===== src/rtl/wbu_pcq_pkg.sv =====
// wbu_pkg: shared types and defaults for the write-back / next-PC unit.
//   pc_sel_e         : next-PC source encoding driven by EXU.
//   DEF_ILEN_BYTES   : default sequential PC increment.
//   RESET_PC_SIM/SOC : boot PC defaults for simulation and SoC builds.
package wbu_pkg;

  typedef enum logic [1:0] {
    SEQ  = 2'd0,
    BR   = 2'd1,
    JALR = 2'd2,
    CSR  = 2'd3
  } pc_sel_e;

  localparam int          DEF_ILEN_BYTES = 4;
  localparam logic [31:0] RESET_PC_SIM   = 32'h8000_0000;
  localparam logic [31:0] RESET_PC_SOC   = 32'h3000_0000;

endpackage


===== src/rtl/wbu_pcq_pc_fifo.sv =====
// pc_fifo: small circular queue of PCs between the write-back unit and IFU.
// Reset preloads a single INIT entry so the fetch unit sees the boot PC
// immediately after reset.
// Ports:
//   clk, rst (async, active-low)
//   push/wdata : write at tail (caller guarantees not full)
//   pop        : advance head (caller guarantees not empty)
//   rdata      : entry at head
//   count      : occupancy, 0..DEPTH
module pc_fifo #(
  parameter int               WIDTH = 32,
  parameter int               DEPTH = 2,
  parameter logic [WIDTH-1:0] INIT  = '0,
  localparam int              CW    = $clog2(DEPTH + 1)
) (
  input  logic             clk,
  input  logic             rst,
  input  logic             push,
  input  logic             pop,
  input  logic [WIDTH-1:0] wdata,
  output logic [WIDTH-1:0] rdata,
  output logic [CW-1:0]    count
);

  localparam int PW = (DEPTH > 1) ? $clog2(DEPTH) : 1;

  logic [WIDTH-1:0] mem [DEPTH];
  logic [PW-1:0]    head;
  logic [PW-1:0]    tail;

  // Pointers wrap explicitly so DEPTH need not be a power of two.
  function automatic logic [PW-1:0] ptr_inc(input logic [PW-1:0] p);
    return (p == PW'(DEPTH - 1)) ? '0 : p + PW'(1);
  endfunction

  // Storage: every slot reset to INIT; only slot 0 counts as occupied.
  always_ff @(posedge clk or negedge rst) begin
    if (!rst) begin
      for (int i = 0; i < DEPTH; i++) mem[i] <= INIT;
    end else if (push) begin
      mem[tail] <= wdata;
    end
  end

  // Head/tail pointers and occupancy.
  always_ff @(posedge clk or negedge rst) begin
    if (!rst) begin
      head  <= '0;
      tail  <= PW'(1 % DEPTH);
      count <= CW'(1);
    end else begin
      if (push) tail <= ptr_inc(tail);
      if (pop)  head <= ptr_inc(head);
      case ({push, pop})
        2'b10:   count <= count + CW'(1);
        2'b01:   count <= count - CW'(1);
        default: count <= count;
      endcase
    end
  end

  assign rdata = mem[head];

endmodule


===== src/rtl/wbu_pcq.sv =====
// wbu_pcq: write-back / next-PC unit between EXU and IFU.
// On each EXU handshake it raises the register/CSR write strobes, computes
// the next architectural PC and queues it for IFU; also counts retirements.
// Ports:
//   clk, rst (async, active-low)
//   exu_valid/exu_ready, pc_sel, imm, rs1, csr_rdata, regw, csrw : EXU side
//   reg_wen, csr_wen : write strobes, same cycle as the handshake
//   ifu_valid/ifu_ready/ifu_pc : queue head towards IFU
//   pc       : PC of the instruction currently owned by EXU
//   q_count  : queue occupancy
//   retired  : instructions committed since reset
module wbu_pcq
  import wbu_pkg::*;
#(
  parameter int              XLEN       = 32,
  parameter int              DEPTH      = 2,
  parameter logic [XLEN-1:0] RESET_PC   = XLEN'(RESET_PC_SIM),
  parameter int              ILEN_BYTES = DEF_ILEN_BYTES,
  localparam int             CW         = $clog2(DEPTH + 1)
) (
  input  logic            clk,
  input  logic            rst,
  input  logic            exu_valid,
  output logic            exu_ready,
  input  logic [1:0]      pc_sel,
  input  logic [XLEN-1:0] imm,
  input  logic [XLEN-1:0] rs1,
  input  logic [XLEN-1:0] csr_rdata,
  input  logic            regw,
  input  logic            csrw,
  output logic            reg_wen,
  output logic            csr_wen,
  output logic            ifu_valid,
  input  logic            ifu_ready,
  output logic [XLEN-1:0] ifu_pc,
  output logic [XLEN-1:0] pc,
  output logic [CW-1:0]   q_count,
  output logic [63:0]     retired
);

  logic            acc;
  logic            pop;
  logic [XLEN-1:0] npc;

  // Ready depends only on the registered occupancy, never on ifu_ready.
  assign exu_ready = (q_count < CW'(DEPTH));
  assign ifu_valid = (q_count != '0);
  assign acc       = exu_valid & exu_ready;
  assign pop       = ifu_valid & ifu_ready;

  // Strobes are additionally gated by reset so nothing is written while held.
  assign reg_wen = acc & regw & rst;
  assign csr_wen = acc & csrw & rst;

  // Next-PC selection; all sums wrap modulo 2^XLEN, JALR clears bit 0.
  always_comb begin
    npc = pc + XLEN'(ILEN_BYTES);
    case (pc_sel_e'(pc_sel))
      SEQ:  npc = pc + XLEN'(ILEN_BYTES);
      BR:   npc = pc + imm;
      JALR: npc = (rs1 + imm) & ~XLEN'(1);
      CSR:  npc = csr_rdata;
      default: npc = pc + XLEN'(ILEN_BYTES);
    endcase
  end

  // Architectural PC and retire counter advance together on each accept.
  always_ff @(posedge clk or negedge rst) begin
    if (!rst) begin
      pc      <= RESET_PC;
      retired <= '0;
    end else if (acc) begin
      pc      <= npc;
      retired <= retired + 64'd1;
    end
  end

  pc_fifo #(
    .WIDTH (XLEN),
    .DEPTH (DEPTH),
    .INIT  (RESET_PC)
  ) u_fifo (
    .clk   (clk),
    .rst   (rst),
    .push  (acc),
    .pop   (pop),
    .wdata (npc),
    .rdata (ifu_pc),
    .count (q_count)
  );

endmodule


===== config.mk =====
export PLATFORM = sky130hd
export DESIGN_NAME = wbu_pcq
export DESIGN_NICKNAME = d
export VERILOG_FILES = /design/src/rtl/wbu_pcq_pkg.sv /design/src/rtl/wbu_pcq_pc_fifo.sv /design/src/rtl/wbu_pcq.sv
export SDC_FILE = /design/constraint.sdc
export NUM_CORES = 1
export LEC_CHECK = 0
export CAP_MARGIN = 40
export CELL_PAD_IN_SITES_DETAIL_PLACEMENT = 1
export CELL_PAD_IN_SITES_GLOBAL_PLACEMENT = 1
export CORE_ASPECT_RATIO = 0.8
export CORE_MARGIN = 2
export CORE_UTILIZATION = 41
export DETAILED_ROUTE_END_ITERATION = 8
export HOLD_SLACK_MARGIN = 0.05
export PLACE_DENSITY_LB_ADDON = 0.2
export SKIP_CTS_REPAIR_TIMING = 1
export SYNTH_ARGS = -nofsm -noshare
export SYNTH_HDL_FRONTEND = slang
export SYNTH_HIERARCHICAL = 1
export SYNTH_SLANG_ARGS = --single-unit

===== constraint.sdc =====
create_clock -name clk -period 3.9 [get_ports clk]
set_input_delay 0.585 -clock clk [delete_from_list [all_inputs] [get_ports clk]]
set_output_delay 0.585 -clock clk [all_outputs]
set_load 0.02 [all_outputs]

Word-level counts from Yosys, hierarchy flattened:

Index checks and enable logic that the tools add are counted.

* register bits: 164
* latch bits: 0
* bits in writable memories: 0
* ROM bits: 0
* bits of input ports: 104
* output and inout port bits: 134
* word-level logic and storage cells: 46
* memories kept: 0

* $add $sub $neg: 8
* multipliers: 0
* div/mod/pow operators: 0
* magnitude comparators: 4
* equal/unequal tests: 5
* shift operators: 0
* muxes and demuxes: 10
* bitwise operators: 8
* reductions and logical operators: 4

Operator list (number)
* $mux 32: 4
* $pmux 32 s4: 1
* $add 32x32->32: 2
* $add 64x1->64 const B: 1
* $bwmux 64: 1
* $add 32x3->32 const B: 1
* $demux 32 s1: 1
* $and 1x1->1: 6
* $eq 2x2->1 const B: 3
* $eq 2x1->1 const B: 2
* $ge 2x2->1 const B: 2
* $not 1->2: 2
* $pmux 2 s2: 1
* $reduce_bool 2->1: 2
* $add 1x1->1 const B: 2
* $add 2x1->2 const B: 1
* $logic_not 2->1: 1
* $lt 2x1->1 const B: 1
* $lt 2x2->1 const B: 1
* $mux 1: 2
* $sub 2x1->2 const B: 1
* $logic_and 1x1->1: 1

Logic depth before layout (Yosys ltp):

Gate-level depths: netlist of the first run.

* depth in word-level cells: 6
* gate-level depth with buffers: 13
* gate-level depth less buffers: 13

Modules after synthesis:

The synthesis of the first run kept the hierarchy.

Modules (own cells, without submodules)
* wbu_pcq: times used 1, cells an instance 1028, area each 8997.4 um2, sequential area each 2403.6 um2
* pc_fifo: times used 1, cells an instance 184, area each 2925.3 um2, sequential area each 1706.6 um2

Worst setup path after synthesis of the first run:

No wires, ideal clock.

* path kind: input -> register
* from: input port imm[2]
* to: register pc[25]
* setup time: 0.125 ns
* arrival time: 2.918 ns
* data required time: 3.775 ns
* path slack: 0.857 ns
* stages: 10
* path buffers: 0
* path through: ha_1 -> o211ai_1 -> o211ai_2 -> a41oi_4 -> o21ai_4 -> o311ai_1 -> mux2i_1 -> nor2_1 -> or3_1 -> mux2_2

* word-level cells in the longest chain between the ends: 2
* elaborated cells on any way between the ends: 3
* classes of those cells: add/sub (2); mux (1)

Ends and longest elaborated chain
* from (decl): line wbu_pcq.sv:26 `input logic [XLEN-1:0] imm,`
* $add 32x32->32 (on tied branches): line wbu_pcq.sv:61, wbu_pcq.sv:60
* $pmux 32 s4 (*): line wbu_pcq.sv:58 `case (pc_sel_e'(pc_sel))`
* named net npc[25]: line wbu_pcq.sv:43 `logic [XLEN-1:0] npc;`
* to (signal assigned): line wbu_pcq.sv:73 `pc <= npc;`
* to (decl): line wbu_pcq.sv:36 `output logic [XLEN-1:0] pc,`

Mark *: on every way through the listed nets, which the timed path passes. The rest lies on a longest branch.
A chain may end at the register's enable or synchronous reset.

Worst setup path after layout of the first run:

* from: input port imm[6]
* to: register u_fifo/mem[31] in the netlist's numbering

* word-level cells in the longest chain between the ends: 3
* elaborated cells on any way between the ends: 4
* classes of those cells: add/sub (2); mux (2)

Ends and longest elaborated chain
* $add 32x32->32 (on tied branches): line wbu_pcq.sv:61, wbu_pcq.sv:60
* $pmux 32 s4 (*): line wbu_pcq.sv:58
* named net npc[31]: line wbu_pcq.sv:43
* $bwmux 64 (*): line wbu_pcq_pc_fifo.sv:41 `mem[tail] <= wdata;`
* to (signal, indexed assignment): line wbu_pcq_pc_fifo.sv:41
* to (decl): line wbu_pcq_pc_fifo.sv:27 `logic [WIDTH-1:0] mem [DEPTH];`

Marked as above.

==> results of run 1 <==
## state kept, by name, summed over array words and instances (netlist names)
name and flops:
u_fifo/count 2, u_fifo/head 1, u_fifo/mem 64, u_fifo/tail 1, pc 32, retired 64
## cells by family (layout without fill, tap and decap cells)
kind of cell / Yosys count / count (layout) / synth area share (%)
AO/OA/AOI/OAI: 244 / 244 / 14.3
XOR/XNOR: 145 / 145 / 10.7
adder cells (fa/ha/maj): 66 / 66 / 7.05
buffers and inverters: 71 / 369 / 3.31
flip-flops: 164 / 164 / 34.5
multiplexers: 134 / 134 / 13.7
AND/OR/NAND/NOR: 388 / 388 / 16.5
## cell type report
class	count	area, µm²
Clock inverter	10	170
Tap cell	370	463
Sequential cell	164	4110
Fill cell	3179	12700
Inverter	24	90.1
Clock buffer	22	484
Timing Repair Buffer	313	2970
Multi-Input combinational cell	977	7420
## worst max-delay path: stages
cell and delay [ns]:
clkdlybuf4s50_1 0.45, ha_1 0.38, a21oi_1 0.29, o211ai_1 0.17, a221oi_2 0.34, o311ai_1 0.15
buf_4 0.17, a311o_1 0.34, a41o_1 0.29, mux2i_1 0.14, o31a_1 0.32, mux2_2 0.28
## worst max-delay path by stage
stage,startpoint,to,slack [ns],cells past startpoint
after CTS,imm[2],u_fifo/mem[62]$_DFFE_PN0P_,0.19,12
final,imm[6],u_fifo/mem[31]$_DFFE_PN1P_,0.32,12
after floorplan,imm[2],pc[25]$_DFFE_PN0P_,0.86,10
after global routing,imm[2],u_fifo/mem[60]$_DFFE_PN0P_,0.08,14
after detailed placement,imm[2],u_fifo/mem[62]$_DFFE_PN0P_,-0.25,12
after global placement,imm[2],u_fifo/mem[62]$_DFFE_PN0P_,-0.13,12
## placed cells by master, fill, tap and decap left out, types with 26 or more instances in the layout
cell type,instances
ha_1,64
buf_4,73
clkdlybuf4s50_1,234
a21oi_1,66
nand2_1,127
dfrtp_1,159
xor2_1,51
nand4_1,29
nand3_1,51
nor2_1,63
xnor2_1,94
and3_1,35
o21ai_0,38
mux2_2,108
a21o_1,26
## where the power goes
part	internal [mW]	leakage (nW)	switching, mW
logic	2.89	4.43	3.12
registers	2.28	2.06	0.596
clock network	1.15	0.313	0.708
total	6.31	6.81	4.42
## per-stage QoR
step / setup TNS, ns / worst slack, ns / area (µm²) / cells / hold WS, ns
CTS: 0 / 0.190 / 15700 / 1880 / 0.130
detailed placement: -1.92 / -0.247 / 15100 / 1848 / 0.470
finish: 0 / 0.324 / 15700 / 1880 / 0.115
global route: 0 / 0.0844 / 15700 / 1880 / 0.141
floorplan: 0 / 0.857 / 11900 / 1212 / 0.289
global placement: -0.611 / -0.131 / 15000 / 1847 / 0.455
## per-layer routing
metal	wire length [µm]	global-route usage, %	up-vias
met5	9	0	-
met4	711	6.92	2
met3	1750	3.73	46
met2	19300	44.8	261
met1	18100	35.0	5307
li1	-	-	4998
==> results.txt, run 1 <==
status = complete, no violations
H-tree depth = 4
io pins = 238
Area Growth Syn to Fin = 31.8%
Wirelength per Cell = 21.2 µm
Post-Route Skew = 0.0112 ns
Max Cap Violations = 0
area share of the largest cell type after synthesis = 33.4%
synthesized netlist cell count = 1,212
Yosys top cell by area = dfrtp_1
CTS tree = built
pins over their slew limit = 0
Yosys cell types = 91
Power Density = 683 nW/µm²
register area share after synthesis = 34.5%
number of core rows = 55
# clock sinks = 164
Mean Syn Cell Area = 9.84 µm²
DR iter-0 viols = 602
CP endpoint kind = flop
Post-synth EDFFs = 0
gr usage total = 26.2%
cells on worst reg2reg path = 12
HPWL after DPL = 31,100 µm
final setup vio count = 0
worst skew pair latency = 0.43 ns
gpl congestion = 0.915
final core occ = 55.3%
reg2reg setup slack = 0.61 ns
drc violations = 0
first-pass GRT wire length = 62,400 µm
Hold Crit Class = in -> async
r2r endpoint = u_fifo/mem[60]$_DFFE_PN0P_
Mapped Area = 11,900 µm²
Startpoint Class = primary input
antenna-violating nets left = 0
syn nets = 1,382
most common cell in the synthesized netlist = dfrtp_1
antenna fix cells = 0
Synth Flop Type = dfrtp_1
Tot Pwr = 10.7 mW
Crit path required time = 4.25 ns
largest net degree at the start of global routing = 115
Final Hold Fails = 0
RR Startpoint = pc[2]$_DFFE_PN0P_
vias in the first global route = 11,070
CORE AREA = 28,400 µm²
setup repair after global routing missed its margin = no
starting density of the core = 42.0%
initial antenna violation count = 1
Critical Path AT = 3.93 ns
Vias/cell = 5.65
Worst-Margin Slew = 0.852 ns
register bit total from synthesis = 164
CTS Buffer Depth = 2
Worst-path clk slew = 0.07 ns
Pleak = 6.81 nW
DR pass1 iterations = 6
Fmax = 280 MHz
Worst Path Max Fanout = 5
leading cell types by count after synthesis = 159 x dfrtp_1, 127 x nand2_1, 108 x mux2_2, 94 x xnor2_1, 66 x a21oi_1
largest cells by area after synthesis = dfrtp_1 33%, mux2_2 10%, xnor2_1 6.9%
CTS buffer count = 17
Synthesis Warnings = 6
Final Critical Period = 3.58 ns
type of the worst setup path = in -> reg
layout net count = 1,667
Die W = 195 µm
Die Height = 157 µm
Overflow after GRT = 0
Slew Limit Headroom = 43.2%
Worst VDD drop = 0.506 mV
IO Port Bufs = 237
layout cell share with drive strength beyond 1 = 18.0%
CTS root buffer = clkbuf_16
DIE AREA = 30,500 µm²
routed via count = 10,614
ys async rst share = 100%
final worst path period share = 91.7%
final WL = 39,800 µm
(Power assumes the default switching activity.)
==> run 2, diff against run 1 <==
--- a/config.mk
+++ b/config.mk
@@ -8,14 +8,12 @@
 export CAP_MARGIN = 40
 export CELL_PAD_IN_SITES_DETAIL_PLACEMENT = 1
 export CELL_PAD_IN_SITES_GLOBAL_PLACEMENT = 1
-export CORE_ASPECT_RATIO = 0.8
 export CORE_MARGIN = 2
-export CORE_UTILIZATION = 41
+export CORE_UTILIZATION = 39
 export DETAILED_ROUTE_END_ITERATION = 8
 export HOLD_SLACK_MARGIN = 0.05
 export PLACE_DENSITY_LB_ADDON = 0.2
 export SKIP_CTS_REPAIR_TIMING = 1
 export SYNTH_ARGS = -nofsm -noshare
 export SYNTH_HDL_FRONTEND = slang
-export SYNTH_HIERARCHICAL = 1
 export SYNTH_SLANG_ARGS = --single-unit
==> run 2 against run 1 <==
Effect of this change: count of clock-buffer cells in the layout shrank 3; final area is 1.8% lower; die area grew 4.1%; global-route usage increased by 0.36 points; register-to-register slack worse by 0.02 ns; critical path depth rose by 1; non-clock buffer count shrank 28; critical endpoint is now pc[26]$_DFFE_PN0P_.
==> results.txt, run 2 <==
status = complete, no violations
layout net count = 1,811
gr usage total = 26.6%
Post-Synth XOR/XNOR Area = 10.2%
Die Height = 178 µm
Multi-input gate area = 7330 µm²
DR iter-0 viols = 745
CTS tree = built
HPWL after DPL = 33,300 µm
initial antenna violation count = 0
Critical Path AT = 3.84 ns
leading cell types by count after synthesis = 225 x nand2_1, 159 x dfrtp_1, 121 x o21ai_0, 103 x xnor2_1
largest net degree at the start of global routing = 68
Synth Flop Type = dfrtp_1
synthesized netlist cell count = 1,400
Inst Count DP = 2,011
CP cell instances = clkdlybuf4s50_1 -> ha_1 -> inv_1 -> fa_1 -> nand2b_1 -> a211oi_1 -> nor2_1 -> a211oi_1 -> o21ai_1 -> a211oi_1 -> o21ai_0 -> a21oi_1 -> o21ai_1
DIE AREA = 31,700 µm²
Die W = 178 µm
final worst path period share = 91.3%
ys async rst share = 100%
setup TNS = 0 ns
DR pass1 iterations = 5
fraction of synthesized area in multiplexers = 4.85%
routed via count = 11,560
type of the worst setup path = in -> reg
antenna-violating nets left = 0
storage element area = 4110 µm²
Hold Crit Class = reg -> reg
Slew Limit Headroom = 41.7%
starting density of the core = 39.8%
Slowest-stage cell, CP = clkdlybuf4s50_1
io pins = 238
Pleak = 6.48 nW
Vias/cell = 5.66
Mapped Area = 11,800 µm²
Final Critical Period = 3.56 ns
Crit path required time = 4.19 ns
Crit path top cell by count = a211oi_1
Worst-Margin Slew = 0.873 ns
largest cells by area after synthesis = dfrtp_1 34%, xnor2_1 7.6%, nand2_1 7.1%
Power Density = 658 nW/µm²
number of core rows = 63
largest family of logic cells by synthesized area = simple AND/OR/NAND/NOR gates
Yosys cell types = 77
final hold slack = 0.475 ns
Worst Slack Setup Final = 0.341 ns
adder-cell share of the synthesized area = 7.11%
CTS root buffer = clkbuf_16
CP endpoint kind = flop
Compound-Gate Fraction of Synth Area = 19.4%
most common cell in the synthesized netlist = nand2_1
Post-Route Skew = 0.0151 ns
CTS buffer count = 17
pins over their slew limit = 0
most frequent cells in the layout = 235 x clkdlybuf4s50_1, 225 x nand2_1, 159 x dfrtp_1, 121 x o21ai_0, 103 x xnor2_1
Wirelength per Cell = 20.5 µm
non-filler cells, final = 2,044
Final Hold Fails = 0
fillers = 3,569
IO Port Bufs = 237
Mean Syn Cell Area = 8.45 µm²
Post-synth EDFFs = 0
layout cell share with drive strength beyond 1 = 9.25%
Area Growth Syn to Fin = 30.5%
first-pass GRT wire length = 65,800 µm
CTS Buffer Depth = 2
biggest regs = retired: 64 flops, u_fifo.mem: 64 flops, pc: 32 flops
Fmax = 281 MHz
vias in the first global route = 11,665
Post-Synth Simple-Gate Area = 20.3%
H-tree depth = 4
Overflow after GRT = 0
worst skew pair latency = 0.42 ns
antenna fix cells = 0
Worst Path Max Fanout = 3
syn nets = 1,570
gpl congestion = 0.917
register area share after synthesis = 34.8%
final WL = 41,900 µm
Setup WS pre-CTS = -0.00307 ns
Max Cap Violations = 0
CP max stage delay = 0.52 ns
Synthesis Warnings = 0
commonest non-fill, non-tap cell in the layout = clkdlybuf4s50_1
register bit total from synthesis = 164
setup repair after global routing missed its margin = no
Tot Pwr = 10.2 mW
Worst-path clk slew = 0.07 ns
# clock sinks = 164
final setup vio count = 0
area share of the largest cell type after synthesis = 33.7%
Yosys top cell by area = dfrtp_1
drc violations = 0
CORE AREA = 29,700 µm²
Startpoint Class = primary input
Worst VDD drop = 0.340 mV
==> run 2: changes by cell type after synthesis, sizes merged, moves of 23 or more <==
cell    before  now
nand2      130  226
nor2        64   91
mux2       114   36
a21oi       68   92
o21ai       45  146
clkbuf      27   50
==> run 2: cell families (layout without fill, tap and decap cells) <==
group	Yosys count	in the layout
mux	49	49
xor+xnor	138	138
simple gates	509	509
compound gates	374	374
flops	164	164
buf+inv	100	354
fa+ha+maj	66	66
==> run 2: final cells by class <==
cell class              count  share of cell area (%)
well taps                 390                    3.16
flip-flops and latches    164                    26.6
inverters                  37                   0.900
repair buffers            285                    17.9
clock inverters            13                    1.06
multi-input cells        1136                    47.5
clock buffers              19                    2.87
==> run 2: path summary, 6_finish.rpt <==
path / cells past startpoint / start / to / slack (ns)
worst max-delay path: 13 / imm[0] / pc[26]$_DFFE_PN0P_ / 0.34
worst min-delay path: 2 / u_fifo.mem[10]$_DFFE_PN0P_ / u_fifo.mem[10]$_DFFE_PN0P_ / 0.48
worst max register to register: 12 / pc[0]$_DFFE_PN0P_ / pc[26]$_DFFE_PN0P_ / 0.59
worst min register to register: 2 / u_fifo.mem[10]$_DFFE_PN0P_ / u_fifo.mem[10]$_DFFE_PN0P_ / 0.48
max in group asynchronous: 3 / rst / retired[20]$_DFFE_PN0P_ / 2.19
min in group asynchronous: 2 / rst / retired[49]$_DFFE_PN0P_ / 0.59
==> run 2: metrics by stage <==
stage	utilization, %	cell area (µm²)
4_1_cts	51.9	15400
6_report	51.9	15400
3_5_place_dp	49.8	14800
5_1_grt	51.9	15400
3_3_place_gp	49.7	14800
2_1_floorplan	-	11800
==> run 2: worst max-delay path: cells and delay by family <==
family | cells | cell delay (ns)
AOI/OAI and AO/OA | 7 | 1.72
adders and majority gates | 2 | 0.64
buffers and inverters | 2 | 0.59
and+or+nand+nor | 2 | 0.31
==> run 2: layer usage <==
metal / routed length (µm) / track usage (%)
met5: 0 / 0
met4: 688 / 5.98
met3: 1840 / 2.69
met2: 19400 / 43.5
met1: 19900 / 38.0
==> run 2: report_power, final <==
group	switching [mW]	internal, mW
Sequential	0.588	2.23
Combinational	3.19	2.43
Clock	0.728	0.988
Total	4.51	5.65
==> run 3, diff against run 2 <==
--- a/config.mk
+++ b/config.mk
@@ -8,6 +8,7 @@
 export CAP_MARGIN = 40
 export CELL_PAD_IN_SITES_DETAIL_PLACEMENT = 1
 export CELL_PAD_IN_SITES_GLOBAL_PLACEMENT = 1
+export CORE_ASPECT_RATIO = 1.2
 export CORE_MARGIN = 2
 export CORE_UTILIZATION = 39
 export DETAILED_ROUTE_END_ITERATION = 8
==> run 3 against run 2 <==
Effect of this change: maximum frequency is 4.8% higher; largest cell class unchanged; setup slack better by 0.16 ns; die area is essentially flat; worst hold slack improved by 0.00057 ns; critical path depth decreased by 1; largest power group unchanged; non-clock buffer count fell by 10.
==> results.txt, run 3 (synthesized netlist as in run 2, its figures left out) <==
Pleak = 6.43 nW
CTS Buffer Depth = 2
most frequent cells in the layout = 235 x clkdlybuf4s50_1, 225 x nand2_1, 159 x dfrtp_1, 121 x o21ai_0, 103 x xnor2_1
initial antenna violation count = 0
drc violations = 0
worst skew pair latency = 0.43 ns
CP endpoint kind = flop
Final Hold Fails = 0
starting density of the core = 39.8%
final WL = 40,600 µm
Worst Hold Path EP = u_fifo.mem[41]$_DFFE_PN0P_
Worst-Margin Slew = 0.751 ns
IO Port Bufs = 237
RR Startpoint = pc[4]$_DFFE_PN0P_
biggest regs = retired: 64 flops, u_fifo.mem: 64 flops, pc: 32 flops
layout net count = 1,801
HP Start = u_fifo.mem[41]$_DFFE_PN0P_
Critical Path AT = 3.68 ns
final hold slack = 0.476 ns
placement-stage cell area = 14,800 µm²
Final Critical Period = 3.40 ns
gpl congestion = 0.916
commonest non-fill, non-tap cell in the layout = clkdlybuf4s50_1
routed via count = 11,512
Vias/cell = 5.66
io pins = 238
fillers = 3,519
Worst-path clk slew = 0.07 ns
final worst path period share = 87.1%
cells on worst reg2reg path = 10
Crit path required time = 4.18 ns
Multi-input gate area = 7330 µm²
Wirelength per Cell = 20.0 µm
Hold Crit Class = reg -> reg
Fmax = 294 MHz
vias in the first global route = 11,698
Max Cap Violations = 0
Post-Route Skew = 0.00958 ns
CTS root buffer = clkbuf_16
pins over their slew limit = 0
layout cell share with drive strength beyond 1 = 8.76%
hold path depth = 2
Power Density = 655 nW/µm²
# clock sinks = 164
antenna fix cells = 0
final core occ = 51.8%
CTS buffer count = 17
type of the worst setup path = in -> reg
DR iter-0 viols = 855
antenna-violating nets left = 0
status = complete, no violations
Overflow after GRT = 0
Slew Limit Headroom = 49.6%
first-pass GRT wire length = 64,800 µm
post-route cell area = 15,400 µm²
HPWL after DPL = 32,200 µm
largest net degree at the start of global routing = 59
storage element area = 4110 µm²
Die W = 163 µm
setup TNS = 0 ns
number of core rows = 69
r2r endpoint = u_fifo.mem[61]$_DFFE_PN0P_
CTS tree = built
DR pass1 iterations = 5
Worst VDD drop = 0.283 mV
DIE AREA = 31,700 µm²
H-tree depth = 4
reg2reg setup slack = 0.77 ns
Startpoint Class = primary input
Worst Path Max Fanout = 4
final setup vio count = 0
gr usage total = 25.9%
setup repair after global routing missed its margin = no
Die Height = 195 µm
Area Growth Syn to Fin = 30.1%
CORE AREA = 29,700 µm²
==> run 3: cell types whose count changed in the layout (fill, tap and decap cells not counted) <==
| cell | change |
|---|---|
| clkinv_2 | +1 |
| clkbuf_1 | -1 |
| clkbuf_8 | -1 |
| bufinv_16 | +1 |
| inv_8 | -2 |
| clkinv_4 | -2 |
| buf_4 | -11 |
| clkinvlp_4 | +3 |
| inv_6 | +1 |
| buf_16 | +1 |
==> run 3: per-layer routing <==
metal  vias to the layer above  part of all wire (%)  GRT usage (%)
li1                       5464                     -              -
met1                      5720                    47           35.9
met2                       281                    48           43.0
met3                        47                   3.2           2.26
met4                         0                   2.3           7.24
met5                         -                     0              0
==> run 3: cell type report <==
cell class / instances / area share, %
multi-input combinational: 1136 / 47.6
clock buffer: 17 / 2.77
tap: 390 / 3.17
inverter: 37 / 0.903
sequential: 164 / 26.7
clock inverter: 15 / 1.24
timing repair buffer: 275 / 17.6
==> run 3: critical path, cell delays in order <==
cell and delay [ns]:
clkdlybuf4s50_1 0.53, inv_1 0.11, fa_1 0.44, nor2b_1 0.23, o21bai_2 0.13, a2111oi_4 0.40, o31ai_1 0.23, o22ai_1 0.27
mux2i_1 0.23, nor3_1 0.08, a21oi_1 0.30, a21oi_1 0.13
==> run 3: how the worst max path moves through the flow <==
stage | cells past startpoint | end | startpoint
global route | 12 | u_fifo.mem[30]$_DFFE_PN0P_ | imm[1]
floorplan | 12 | u_fifo.mem[50]$_DFFE_PN0P_ | imm[0]
detailed placement | 12 | u_fifo.mem[30]$_DFFE_PN0P_ | imm[1]
finish | 12 | u_fifo.mem[30]$_DFFE_PN0P_ | imm[1]
CTS | 12 | u_fifo.mem[30]$_DFFE_PN0P_ | imm[1]
global placement | 12 | u_fifo.mem[30]$_DFFE_PN0P_ | imm[1]
==> run 3: power breakdown <==
part	internal, mW	total, mW	switching [mW]
sequential	2.23	2.80	0.572
combinational	2.38	5.49	3.11
clock	1.02	1.78	0.751
total	5.64	10.1	4.43
==> run 3: stage by stage <==
stage	total power, mW	setup WS, ns	cells
final	10.1	0.504	2034
after detailed placement	8.28	0.0732	2001
after global placement	8.13	0.158	1998
after floorplan	6.03	1.05	1400
after CTS	10.1	0.508	2033
after global routing	10.8	0.294	2034
